===== src/rtl/rx_chars_pkg.sv =====
// ============================================================================
// Module   : rx_chars_pkg
// Purpose  : Shared state encodings and character constants for the
//            character-receive controller.
// Revision : 1.0 - initial release
// ============================================================================
`default_nettype none

package rx_chars_pkg;

    localparam logic [2:0] c_ST_IDLE    = 3'd0;
    localparam logic [2:0] c_ST_WAIT    = 3'd1;
    localparam logic [2:0] c_ST_STORE   = 3'd2;
    localparam logic [2:0] c_ST_ADVANCE = 3'd3;
    localparam logic [2:0] c_ST_ECHO    = 3'd4;
    localparam logic [2:0] c_ST_FINISH  = 3'd5;

    localparam logic [7:0] c_CR   = 8'h0D;
    localparam logic [6:0] c_NULL = 7'h00;

endpackage

`default_nettype wire


===== src/rtl/rx_start_edge.sv =====
// ============================================================================
// Module   : rx_start_edge
// Purpose  : Two-flop synchroniser for the Start level followed by a
//            rising-edge one-shot producing a single-cycle StartPulse.
// Revision : 1.0 - initial release
// ============================================================================
`default_nettype none

module rx_start_edge (
    input  logic clock,
    input  logic reset,
    input  logic Start,
    output logic StartPulse
);

    logic [1:0] r_sync;
    logic       r_prev;

    always_ff @(posedge clock) begin
        if (reset) begin
            r_sync     <= 2'b00;
            r_prev     <= 1'b0;
            StartPulse <= 1'b0;
        end else begin
            r_sync     <= {r_sync[0], Start};
            r_prev     <= r_sync[1];
            StartPulse <= r_sync[1] & ~r_prev;
        end
    end

endmodule

`default_nettype wire


===== src/rtl/receive_chars.sv =====
// ============================================================================
// Module   : receive_chars
// Purpose  : Pops characters from the UART rx FIFO into character memory from
//            address 0 until CR or buffer full, then writes a NULL terminator.
//            Optional echo of stored characters when RX_ECHO_EN is defined.
// Revision : 1.0 - initial release
// ============================================================================
`default_nettype none

module receive_chars #(
    parameter int AddressBits = 6
) (
    input  logic                   clock,
    input  logic                   reset,
    input  logic                   Start,
    input  logic                   rx_empty,
    input  logic [7:0]             rx_data,
    output logic                   read_uart,
    output logic                   mem_write,
    output logic [AddressBits-1:0] Address,
    output logic [6:0]             mem_data,
    output logic                   Receiving,
    output logic                   Done,
    output logic                   Overflow,
    output logic [AddressBits-1:0] Count,
    input  logic                   tx_full,
    output logic                   write_to_uart,
    output logic [7:0]             tx_data
);

    import rx_chars_pkg::*;

    localparam logic [AddressBits-1:0] c_LAST = '1;

    logic       w_start_pulse;
    logic [2:0] r_state;
    logic [7:0] r_char;
    logic       r_term;

    rx_start_edge u_start_edge (
        .clock      (clock),
        .reset      (reset),
        .Start      (Start),
        .StartPulse (w_start_pulse)
    );

`ifndef RX_ECHO_EN
    logic w_unused_tx_full;
    assign w_unused_tx_full = tx_full;
    assign write_to_uart    = 1'b0;
    assign tx_data          = 8'h00;
`endif

    always_ff @(posedge clock) begin
        if (reset) begin
            r_state   <= c_ST_IDLE;
            r_char    <= 8'h00;
            r_term    <= 1'b0;
            read_uart <= 1'b0;
            mem_write <= 1'b0;
            Address   <= '0;
            mem_data  <= c_NULL;
            Receiving <= 1'b0;
            Done      <= 1'b0;
            Overflow  <= 1'b0;
            Count     <= '0;
`ifdef RX_ECHO_EN
            write_to_uart <= 1'b0;
            tx_data       <= 8'h00;
`endif
        end else begin
            read_uart <= 1'b0;
            mem_write <= 1'b0;
            Done      <= 1'b0;
`ifdef RX_ECHO_EN
            write_to_uart <= 1'b0;
`endif
            case (r_state)
                c_ST_IDLE: begin
                    if (w_start_pulse) begin
                        Address   <= '0;
                        Count     <= '0;
                        Overflow  <= 1'b0;
                        Receiving <= 1'b1;
                        r_state   <= c_ST_WAIT;
                    end
                end
                c_ST_WAIT: begin
                    if (!rx_empty) begin
                        r_char  <= rx_data;
                        r_state <= c_ST_STORE;
                    end
                end
                c_ST_STORE: begin
                    read_uart <= 1'b1;
                    mem_write <= 1'b1;
                    // The last location is reserved for NULL, so a char landing there is dropped.
                    if (r_char == c_CR) begin
                        mem_data <= c_NULL;
                        r_term   <= 1'b1;
                    end else if (Address == c_LAST) begin
                        mem_data <= c_NULL;
                        Overflow <= 1'b1;
                        r_term   <= 1'b1;
                    end else begin
                        mem_data <= r_char[6:0];
                        r_term   <= 1'b0;
                    end
                    r_state <= c_ST_ADVANCE;
                end
                c_ST_ADVANCE: begin
                    if (r_term) begin
`ifdef RX_ECHO_EN
                        r_state <= (r_char == c_CR) ? c_ST_ECHO : c_ST_FINISH;
`else
                        r_state <= c_ST_FINISH;
`endif
                    end else begin
                        Address <= Address + 1'b1;
                        Count   <= Count + 1'b1;
`ifdef RX_ECHO_EN
                        r_state <= c_ST_ECHO;
`else
                        r_state <= c_ST_WAIT;
`endif
                    end
                end
`ifdef RX_ECHO_EN
                c_ST_ECHO: begin
                    if (!tx_full) begin
                        write_to_uart <= 1'b1;
                        tx_data       <= r_char;
                        r_state       <= r_term ? c_ST_FINISH : c_ST_WAIT;
                    end
                end
`endif
                c_ST_FINISH: begin
                    Receiving <= 1'b0;
                    Done      <= 1'b1;
                    r_state   <= c_ST_IDLE;
                end
                default: r_state <= c_ST_IDLE;
            endcase
        end
    end

endmodule

`default_nettype wire

===== config.mk =====
export PLATFORM = sky130hd
export DESIGN_NAME = receive_chars
export DESIGN_NICKNAME = d
export VERILOG_FILES = /design/src/rtl/rx_chars_pkg.sv /design/src/rtl/rx_start_edge.sv /design/src/rtl/receive_chars.sv
export SDC_FILE = /design/constraint.sdc
export NUM_CORES = 1
export LEC_CHECK = 0
export ABC_AREA = 1
export BUFFER_PORTS_ARGS = -buffer_cell sky130_fd_sc_hd__buf_4
export CORE_ASPECT_RATIO = 1.25
export CORE_MARGIN = 2
export CORE_UTILIZATION = 41
export CTS_CLUSTER_DIAMETER = 50
export DETAILED_ROUTE_END_ITERATION = 12
export PLACE_DENSITY = 0.61
export SLEW_MARGIN = 40
export SYNTH_ARGS = -nofsm -noshare
export SYNTH_HDL_FRONTEND = slang
export SYNTH_SLANG_ARGS = --single-unit
export TNS_END_PERCENT = 5

===== constraint.sdc =====
create_clock -name clock -period 1.4 [get_ports clock]
set_input_delay 0 -clock clock [delete_from_list [all_inputs] [get_ports clock]]
set_output_delay 0 -clock clock [all_outputs]
set_load 0.005 [all_outputs]

### Word level (Yosys, flattened, before mapping)

Index checks and enable logic that the tools add are counted.

* reduce and logical (&&, ||, !) cells: 9
* $add $sub $neg: 2
* muxes and demuxes: 21
* eq/ne operators: 11
* bitwise logic cells: 3

Operators by type and width (number)
* case mux 6 bit (2 select lines): 2
* two-way mux 6 bit: 3
* two-way mux 7 bit: 2
* adder 6 x 1 -> 6 bit, second input constant: 2
* case mux 3 bit (4 select lines): 1
* two-way mux 3 bit: 3
* == test 8 x 4 -> 1 bit, second input constant: 1
* two-way mux 1 bit: 8
* != test 2 bit, second input constant: 4
* == test 3 x 2 -> 1 bit, second input constant: 2
* == test 6 bit, second input constant: 1
* AND reduction 2 bit: 3
* nonzero test 2 bit: 3
* case mux 1 bit (2 select lines): 2
* AND reduction 4 bit: 1
* == test 3 x 1 -> 1 bit, second input constant: 1
* == test 3 bit, second input constant: 1
* logical NOT 3 bit: 1
* AND reduction 3 bit: 1
* != test 2 x 1 -> 1 bit, second input constant: 1
* inverter 1 bit: 2
* AND 1 bit: 1

* output and inout bits: 33
* register bits: 39
* input bits: 13

### Depth between registers and ports, before layout

* depth in word-level cells: 4
* depth in mapped cells: 8
* depth with buffers taken out: 8

### By module

Synthesis repeated with hierarchy kept, for this count alone.

* cell total of the unflattened synthesis: 255
* area, all modules: 1815.5 um2

By module, submodules not included
* receive_chars: cells an instance 243, instances 1, sequential area each 700.7 um2, area each 1700.4 um2
* rx_start_edge: cells an instance 12, instances 1, sequential area each 80.1 um2, area each 115.1 um2

### Worst setup path before layout

No wires, ideal clock.

* kind: register -> register
* start point: reg Address[0]
* end point: reg mem_data[1]
* library setup time: 117 ps
* required time: 1283 ps
* data arrival time: 1061 ps
* setup slack: 222 ps
* cell stages (with the launch flop): 7
* path through: dfxtp_1 > ha_1 > nand2_1 > nor2_1 > inv_1 > a21oi_1 > nor2_1

* longest elaborated chain between the ends: 3

Ends and longest elaborated chain
* from (decl): line receive_chars.sv:20 `output logic [AddressBits-1:0] Address,`
* from (signal assigned): line receive_chars.sv:119 `Address <= Address + 1'b1;`
* == test 6 bit: line receive_chars.sv:101 `end else if (Address == c_LAST) begin`
* two-way mux 7 bit: line receive_chars.sv:101
* two-way mux 7 bit: line receive_chars.sv:98 `if (r_char == c_CR) begin`
* to (signal assigned): line receive_chars.sv:99 `mem_data <= c_NULL;`
* to (signal assigned): line receive_chars.sv:102 `mem_data <= c_NULL;`
* to (signal assigned): line receive_chars.sv:106 `mem_data <= r_char[6:0];`
* to (decl): line receive_chars.sv:21 `output logic [6:0] mem_data,`

Every way passes these cells.
A chain may end at the register's enable or synchronous reset.

### Worst setup path in the final report

* start point: reg Address[1]
* end point: reg mem_data[1]

The elaborated chain is that of the path after synthesis.

==> results by stage <==
Route:
- Wire segments on met2 add up to approximately 1800 um in the final route.
- After detailed routing, the average wire length per cell comes to between 10 and 15 um.
- The total iterations of the first detailed-routing run is 4.
- Once detail routing completed, the nets flagged for antenna violations numbered 0.
- The detail-routed via count per cell is between 4 and 5.
- The via count is about 1600.
- Summed over all layers, the routed wires come to about 3600 um.
- The wire length on met3 is around 170 um.
- In the final routing, the length of wire on met1 measures 1560 um.
- For this block, the initial DRC count from the detailed router was just under 90.
- The count of unresolved DRC violations after routing is 0.
- The highest metal layer used by the detailed router is met4.

Clock tree:
- The later pin in the worst-skew pair is clocked with a latency of 290 ps.
- The H-tree was split into 2 levels.
- The number of sinks handled by clock tree synthesis is 39.
- The register clock-pin slew on the reported worst setup and hold paths is 70 ps.
- The CTS buffer count is 5.
- TritonCTS built the clock tree.
- Post-CTS timing repair inserted 0 buffers for setup.
- Clock tree synthesis selected as its root buffer the cell sky130_fd_sc_hd__clkbuf_8.
- The number of buffers on the longest clock path is 2.

Final layout:
- The final standard cell count with taps included and fillers excluded is 342.
- The sequential cells in the finished layout cover a total of roughly 780 sq um.
- After the last flow step, the layout net total stands at 300.
- Once layout is complete, the utilization of the core stands at between 50% and 60%.
- The multi-input gate area in the final layout is about 720 sq um.
- The total of fill cells in the finished design is around 440.
- In the final layout, the share of cells above drive strength 1 is 22.0%.
- Compared with the post-synthesis result, the final layout area differs by 30.4%.
- 0 antenna diodes ended up in the layout.

Synth:
- The largest total area in the synthesized netlist belongs to sky130_fd_sc_hd__dfxtp_1.
- The flip-flop and latch count after synthesis is 39.
- The cell count after synthesis is between 200 and 250.
- The mapped netlist covers 1710 sq um.
- Counting distinct cell types in the post-synthesis netlist gives 24.
- The number of warnings reported in the yosys synthesis log is 0.
- Yosys attributes the largest share of cell area to sky130_fd_sc_hd__dfxtp_1 46%, sky130_fd_sc_hd__nand2_1 8.8%, sky130_fd_sc_hd__a21oi_1 7.9%, sky130_fd_sc_hd__inv_1 7.2%, sky130_fd_sc_hd__o21ai_0 6.4%.
- The mean area per synthesized cell is 7.37 sq um.
- The share of synthesized area in the top cell type comes to a little under half.
- The sequential area share after synthesis is about 46%.

Min path:
- The beginning of the worst hold path is rx_data[3].
- The min-delay analysis places its worst path in the category in2reg.
- For hold timing, the worst endpoint is r_char[3]$_SDFFE_PP0P_.
- Along the worst hold path, the cell count comes to 3.

Die:
- The starting utilization of the core area is 42.4%.
- The width of the chip is between 60 and 70 um.
- The boundary pin count is 46.
- The die covers around 4700 sq um.
- In this run the vertical extent of the chip is ~76 um.
- The core region is approximately 4000 sq um.
- The initialized floorplan defines 26 standard-cell rows.

STA:
- Setup violations remaining at the end of the flow were counted as 0.
- The number of pins with negative max-slew slack in the final report is 0.
- The final critical path takes up 92.1% of the cycle.
- The total negative setup slack is 0 ps.
- The total count of hold-check failures in the final report was 0.
- The final clock skew is around 2.6 ps.
- Static timing analysis puts the maximum clock frequency at roughly 780 MHz.
- Once routing completed, OpenROAD measured the worst setup slack at about 110 ps.
- The shortest clock period the worst path allows after layout is roughly 1300 ps.

Power:
- In this run the power density over the cells is between 1000 and 1500 nW/um^2.
- After layout, the design draws a total of roughly 2.3 mW.
- Across the VDD grid, the largest voltage drop is approximately 0.00054 V.
- The leakage power of the design is 1.05 nW.

Critical path:
- The slowest stage of the critical path belongs to the cell sky130_fd_sc_hd__dfxtp_1.
- The depth of the worst register-to-register path is 6.
- For this run, the slowest stage of the critical path takes around 350 ps.
- The worst register-to-register path begins at Address[1]$_SDFFE_PP0P_.
- STA puts the critical path data required time at roughly 1600 ps.
- The capture instance of the worst register-to-register path is mem_data[1]$_SDFFE_PP0P_.
- By instance count, the cell type seen most on the critical path is sky130_fd_sc_hd__nor2_1.
- At the worst endpoint, the arrival time is 1480 ps.
- The signal on the critical path passes through ha_1 -> nand2_1 -> nor2_1 -> inv_2 -> a21oi_1 -> nor2_1.
- STA classifies the critical path endpoint as a flip-flop.
- The family with the most delay on the worst path is flip-flops.
- Along the worst path, the maximum fanout reaches 8.
- The category of the worst setup path launch point is a flip-flop.
- The worst register-to-register path has a setup slack of roughly 110 ps.
- The combined buffer and inverter count along the critical path is 1.
- The critical path class is reg2reg.

Flow run:
- The max-capacitance violation count is 0.

Placement:
- Before CTS, the worst setup slack after placement is ~88 ps.
- The number of buffer cells added on primary ports is 35.
- The final RePlAce weighted congestion is approximately 0.79.
- The estimated wirelength of the detail-placed design is ~2600 um.
- Including well taps, the total number of placed cells is approximately 330.

Global route:
- The initial antenna violation count is 0.
- Across every metal layer, demand over resource in global routing totals roughly 17%.
- The first global-routing pass estimated 5940 um of wire.
- The via count of the first global-routing pass was roughly 1400.
- Entering global routing, the biggest net connects 17 pins.
- Global routing finished with a remaining overflow of 0.

Run status:
- The run finished with clean final reports.
[area by class of cell]
type | count | share of cell area (%)
Sequential cell | 39 | 35.1
Clock inverter | 2 | 1.57
Multi-Input combinational cell | 152 | 32.2
Inverter | 34 | 5.72
Clock buffer | 6 | 3.70
Timing Repair Buffer | 53 | 18.6
Tap cell | 56 | 3.14
[state kept, by name, summed over array words and instances (netlist names)]
register                 cells
Address                      6
Count                        6
Done                         1
Overflow                     1
Receiving                    1
mem_data                     7
mem_write                    1
r_char                       8
r_state                      3
r_term                       1
u_start_edge.StartPulse      1
u_start_edge.r_prev          1
u_start_edge.r_sync          2
[worst max path at each step]
stage | startpoint | endpoint | slack (ps) | cells past startpoint
after CTS | Address[1]$_SDFFE_PP0P_ | mem_data[4]$_SDFFE_PP0P_ | 50 | 6
final | Address[1]$_SDFFE_PP0P_ | mem_data[1]$_SDFFE_PP0P_ | 110 | 6
after global placement | Address[0]$_SDFFE_PP0P_ | mem_data[4]$_SDFFE_PP0P_ | 120 | 6
after detailed placement | Address[1]$_SDFFE_PP0P_ | mem_data[4]$_SDFFE_PP0P_ | 90 | 6
after global routing | r_state[2]$_SDFFE_PP0P_ | mem_data[2]$_SDFFE_PP0P_ | -3 | 5
after floorplan | Address[0]$_SDFFE_PP0P_ | mem_data[1]$_SDFFE_PP0P_ | 220 | 6
[cell usage after synthesis (all sizes together)]
| library cell | count |
|---|---|
| dfxtp | 39 |
| o21ai | 22 |
| conb | 1 |
| ha | 2 |
| nand3b | 1 |
| nor2 | 22 |
| nor3 | 5 |
| nand4 | 2 |
| clkbuf | 1 |
| a21oi | 27 |
| clkinv | 1 |
| a31oi | 1 |
| nand2 | 42 |
| inv | 33 |
| buf | 14 |
| or2 | 1 |
| nand3 | 18 |
[where the power goes]
part	internal, mW	switching [mW]	total (mW)
Sequential	1.13	0.0143	1.15
Clock	0.576	0.388	0.965
Combinational	0.0738	0.0805	0.154
[layout by cell type, fill, tap and decap left out, drive strengths merged]
cell type    instances
ha                   2
buf                 46
nand2               42
a31oi                1
nor3                 5
clkbuf               6
nand3b               1
nand4                2
or2                  1
dfxtp               39
nand3               18
a21oi               27
o21ai               22
dlygate4sd3          7
bufinv               1
inv                 33
nor2                22
clkinv               2
conb                 9
[routing by layer]
metal,vias up,global-route usage [%]
met2,39,27.6
met4,0,6.38
met5,-,0
li1,828,-
met1,696,19.9
met3,7,4.41
[stage by stage]
stage | area, sq um | hold WS, ps
6_report | 2230 | 8.97
4_1_cts | 2230 | 1.99
2_1_floorplan | 1740 | 107
3_5_place_dp | 2040 | 210
3_3_place_gp | 2040 | 203
5_1_grt | 2230 | 25.9
[worst min-delay path: stages]
cell and delay (ps):
sky130_fd_sc_hd__buf_4 70, sky130_fd_sc_hd__o21ai_0 80, sky130_fd_sc_hd__a21oi_1 110
[kinds of logic (layout without fill, tap and decap cells)]
family,Yosys count,count (layout),synth area share [%]
and+or+nand+nor,91,91,23.8
AOI/OAI and AO/OA,50,50,14.7
buffers and inverters,49,95,14.2
DFF,39,39,45.6
adders and majority gates,2,2,1.46
other,1,9,0.219
[what timing repair did]
item                                    CTS  global route
gates resized for setup                   0             2
endpoints found under the setup margin    0             7
hold endpoints to repair                  7             0
hold buffers                              7             0
(Power assumes the default switching activity.)
